File: src/rtl/shift_seq_pkg.sv
// Shared constants and state encoding for the multi-cycle shift sequencer.
package shift_seq_pkg;

    localparam int DATA_W = 16;
    localparam int CNT_W  = 4;

    localparam logic [1:0] SH_NONE = 2'b00;
    localparam logic [1:0] SH_LSL  = 2'b01;
    localparam logic [1:0] SH_LSR  = 2'b10;
    localparam logic [1:0] SH_ASR  = 2'b11;

    typedef enum logic [1:0] {
        IDLE = 2'b00,
        RUN  = 2'b01,
        DONE = 2'b10
    } state_t;

endpackage

File: src/rtl/shift_sequencer_shifter.sv
// Single-step 16-bit shifter: one bit of LSL, LSR or ASR per use.
module shift_sequencer_shifter
    import shift_seq_pkg::*;
(
    input  logic [DATA_W-1:0] in_i,
    input  logic [1:0]        shift_i,
    output logic [DATA_W-1:0] out_o
);

    always_comb begin
        out_o = in_i;
        case (shift_i)
            SH_LSL:  out_o = {in_i[DATA_W-2:0], 1'b0};
            SH_LSR:  out_o = {1'b0, in_i[DATA_W-1:1]};
            SH_ASR:  out_o = {in_i[DATA_W-1], in_i[DATA_W-1:1]};
            default: out_o = in_i;
        endcase
    end

endmodule

File: src/rtl/shift_sequencer.sv
// Sequences the single-step shifter to perform shift-by-N (N = 0..15)
// with a start/ready handshake and a one-cycle done pulse.
module shift_sequencer
    import shift_seq_pkg::*;
(
    input  logic              clk,
    input  logic              reset,
    input  logic              start,
    input  logic [DATA_W-1:0] in_data,
    input  logic [1:0]        op,
    input  logic [CNT_W-1:0]  amount,
    output logic              ready,
    output logic              busy,
    output logic              done,
    output logic [DATA_W-1:0] result
);

    state_t            state_q, state_d;
    logic [DATA_W-1:0] acc_q, acc_d;
    logic [DATA_W-1:0] result_q, result_d;
    logic [CNT_W-1:0]  cnt_q, cnt_d;
    logic [1:0]        op_q, op_d;
    logic [DATA_W-1:0] sh_out;

    shift_sequencer_shifter u_shifter (
        .in_i    (acc_q),
        .shift_i (op_q),
        .out_o   (sh_out)
    );

    always_ff @(posedge clk or posedge reset) begin
        if (reset) begin
            state_q  <= IDLE;
            acc_q    <= '0;
            result_q <= '0;
            cnt_q    <= '0;
            op_q     <= SH_NONE;
        end else begin
            state_q  <= state_d;
            acc_q    <= acc_d;
            result_q <= result_d;
            cnt_q    <= cnt_d;
            op_q     <= op_d;
        end
    end

    always_comb begin
        state_d  = state_q;
        acc_d    = acc_q;
        result_d = result_q;
        cnt_d    = cnt_q;
        op_d     = op_q;
        case (state_q)
            IDLE: begin
                if (start) begin
                    acc_d = in_data;
                    op_d  = op;
                    cnt_d = amount;
                    if (amount == '0) begin
                        result_d = in_data;
                        state_d  = DONE;
                    end else begin
                        state_d = RUN;
                    end
                end
            end
            RUN: begin
                // cnt == 0 cannot occur here; bail out rather than wrap
                if (cnt_q == '0) begin
                    state_d = IDLE;
                end else begin
                    acc_d = sh_out;
                    cnt_d = cnt_q - CNT_W'(1);
                    if (cnt_q == CNT_W'(1)) begin
                        result_d = sh_out;
                        state_d  = DONE;
                    end
                end
            end
            DONE:    state_d = IDLE;
            default: state_d = IDLE;
        endcase
    end

    assign ready  = (state_q == IDLE);
    assign busy   = (state_q == RUN) || (state_q == DONE);
    assign done   = (state_q == DONE);
    assign result = result_q;

endmodule

File: config.mk
export PLATFORM = sky130hd
export DESIGN_NAME = shift_sequencer
export DESIGN_NICKNAME = d
export VERILOG_FILES = /design/src/rtl/shift_seq_pkg.sv /design/src/rtl/shift_sequencer_shifter.sv /design/src/rtl/shift_sequencer.sv
export SDC_FILE = /design/constraint.sdc
export NUM_CORES = 1
export LEC_CHECK = 0
export BUFFER_PORTS_ARGS = -buffer_cell sky130_fd_sc_hd__buf_2
export CAP_MARGIN = 0
export CORE_MARGIN = 5
export CORE_UTILIZATION = 45
export CTS_BUF_LIST = sky130_fd_sc_hd__clkbuf_2 sky130_fd_sc_hd__clkbuf_4 sky130_fd_sc_hd__clkbuf_8
export DETAILED_ROUTE_END_ITERATION = 12
export GPL_ROUTABILITY_DRIVEN = 0
export PLACE_DENSITY = 0.78
export SLEW_MARGIN = 20
export SYNTH_ARGS = -nofsm -noshare
export SYNTH_HDL_FRONTEND = slang
export SYNTH_SLANG_ARGS = --single-unit
File: constraint.sdc
create_clock -name clk -period 2.7 [get_ports clk]
set_input_delay 0.405 -clock clk [delete_from_list [all_inputs] [get_ports clk]]
set_output_delay 0.405 -clock clk [all_outputs]
set_load 0.02 [all_outputs]
==> run_results.csv <==
group,metric,value,unit
run_status,status,"finished clean",
drt,drtAntennaViolNets,0,
sta,skew,0.00693,ns
pwr,p_total,3590,uW
grt,grt.total_usage,15.2,%
floorplanning,start_util,47.2,%
hold_path,hp-class,"input pin to async pin",
grt,met1_usage,18.9,%
synth,synth_edf_count,0,
synth,ys_warn_count,0,
floorplanning,dieArea,6570,um2
floorplanning,pin_count,44,
pwr,p_sw_share,41.5,%
floorplanning,dieHeight,81.1,um
clock_network,clock_sinks,40,
synth,synth-seq-cells,40,
synth,synth.largest_area_cell,"dfrtp_1",
drt,vias_per_cell,5.27,
clock_network,numCtsBuffers,5,
synth,ys_types,35,
setup_path,critPathCaptureType,"flip-flop",
grt,busiest_layer,"met2",
sta,max_freq,437,MHz
drt,drtPass1Iterations,4,
setup_path,r2r_slack,0.41,ns
drt,vias,1624,
clock_network,clockBufferDepth,2,
sta,setup_viol_count_final,0,
grt,met2_usage,25.2,%
grt,grt_overflow,0,
synth,synth_cells,199,
sta,post-route-period-util,84.8,%
sta,fin_setup_tns,0,ns
layout,design_area,2620,um2
grt,antenna_found_initial,0,
placed_design,dpl_cell_area,2520,um2
setup_path,r2r_start,"cnt_q[0]",
clock_network,cts.clk_slew.worst_paths,0.08,ns
placed_design,port_buffers,43,
flow_run,maxCapViolCount,0,
sta,period_minus_slack,2.29,ns
drt,avgRoutedWirePerCell,14.9,um
setup_path,worst-setup-path-type,"flip-flop to flip-flop",
setup_path,cp-start-kind,"flip-flop",
pwr,ir_worst_vdd,0.000686,V
layout,fillCellCount,458,
synth,synthFlopType,"dfrtp_1",
layout,layout.nets,270,
floorplanning,chipWidth,81.1,um
drt,drc_errors,0,
setup_path,crit_required,2.88,ns
clock_network,post_cts_buffers,0,
sta,worst_pin_slew,0.930,ns
clock_network,htreeDepth,2,
layout,area_growth,15.1,%
grt,grt_start_max_net_pins,41,
drt,drtIter0Drc,95,
sta,slew_violations,0,
setup_path,r2r_end,"result[13]",
synth,synthTopCellsByCount,"dfrtp_1, mux2_2, a211oi_1, mux2i_1, nor2b_1",
grt,grt_pass1_wl,7600,um
synth,synth_fp_nets,229,
clock_network,root_buffer,"clkbuf_8",
sta,maxSlewHeadroom,38.0,%
synth,netlist.area_leader.share,44.1,%
clock_network,clk_latency,0.30,ns
synth,seq_area_frac_synth,44.1,%
floorplanning,coreArea,4820,um2
setup_path,path_max_fanout,16,
drt,drt-total-wl,4590,um
sta,rsz0062_at_grt,"no",
sta,hold_viol,0,
placed_design,dp_hpwl,3260,um
synth,synth.most_common_cell,"dfrtp_1",
setup_path,endpoint,"result[13]",
layout,drive_gt1_share,38.6,%
pwr,combPwrFrac,53.8,%
clock_network,holdBufCountCts,0,
pwr,pwr-share-seq,34.4,%
clock_network,cts-resized-gates,0,
setup_path,rr_worst_depth,7,
floorplanning,rows,25,
synth,syn_area,2270,um2
synth,asyncSetResetFlopFracSynth,100,%
pwr,switchingPower,1490,uW
pwr,internal_power,2100,uW
pwr,clkPwrFrac,11.8,%
setup_path,startpoint,"cnt_q[0]",
setup_path,cp.arrival,2.47,ns
grt,grt_pass1_vias,1593,
synth,synth.area.top_cells,"dfrtp_1, mux2_2, mux2i_1, mux2_4, a211oi_1",
grt,met3_usage,3.44,%
layout,diodes,0,
pwr,power_density,1370,nW/um2
synth,syn_area_per_cell,11.4,um2
clock_network,cts_tree,"built",
pwr,p_leak,0.00127,uW
[sequential cells by signal (all words and copies together), names as in the netlist]
name,cells
acc_q,16
cnt_q,4
op_q,2
result,16
state_q,2
[cells by family after synthesis]
group / Yosys count / synth area share [%]
AO/OA/AOI/OAI: 49 / 15.0
XOR/XNOR: 1 / 0.386
adder cells (fa/ha/maj): 5 / 2.75
buffers and inverters: 22 / 5.18
flip-flops: 40 / 44.1
multiplexers: 47 / 24.0
AND/OR/NAND/NOR: 35 / 8.65
[power groups by stage]
stage	sequential [uW]	clock, uW	combinational (uW)
2_1_floorplan	1250	0	1540
3_3_place_gp	1230	0	1900
3_5_place_dp	1240	0	1950
4_1_cts	1230	439	1960
5_1_grt	1290	469	2120
6_report	1240	424	1930
[how the worst min path moves through the flow]
stage,startpoint,endpoint,slack [ns],cells past startpoint
after CTS,reset,op_q[1],0.22,3
after detailed placement,result[11],result[11],0.49,1
after global placement,result[9],result[9],0.49,1
after global routing,reset,result[4],0.27,3
final,reset,result[4],0.22,3
after floorplan,acc_q[14],acc_q[14],0.48,2
[worst max-delay path: stages, from the launching register on]
cell and delay (ns):
dfrtp_1 0.40, inv_1 0.10, ha_1 0.19, or3b_2 0.51
o21ai_2 0.19, a221o_1 0.13, buf_4 0.28, mux2_2 0.38
[stage by stage]
stage                     setup WS [ns]  instances  hold slack [ns]  util [%]
final                             0.409        308            0.218      54.3
after global routing              0.222        308            0.273      54.3
after CTS                         0.401        308            0.225      54.3
after detailed placement          0.419        300            0.492      52.3
after global placement            0.464        300            0.486      52.3
after floorplan                   0.572        199            0.484         -
[per-layer routing]
layer  vias to the layer above  wire (um)
li1                        798          -
met1                       776       2040
met2                        42       2230
met3                         8        233
met4                         0         79
met5                         -          0
[final cells by class]
type | instances | area (um2) | area share (%)
sequential | 40 | 1000 | 38.3
timing repair buffer | 47 | 245 | 9.38
clock buffer | 6 | 82.6 | 3.16
multi-input combinational | 137 | 1150 | 44.1
clock inverter | 2 | 15.0 | 0.574
tap | 67 | 83.8 | 3.21
inverter | 9 | 33.8 | 1.29
[cell usage in the layout (no fill, tap or decap), drive strengths merged, types with 2 or more instances in the layout]
cell type,count
nor2b,14
inv,9
dfrtp,40
a211oi,14
buf,47
clkbuf,6
nand3,4
or3b,2
o22ai,2
o211ai,2
mux2i,14
o21ai,7
a21oi,6
nor2,5
mux2,33
a21o,12
clkinvlp,2
nand2,6
ha,5
(Power assumes the default switching activity.)
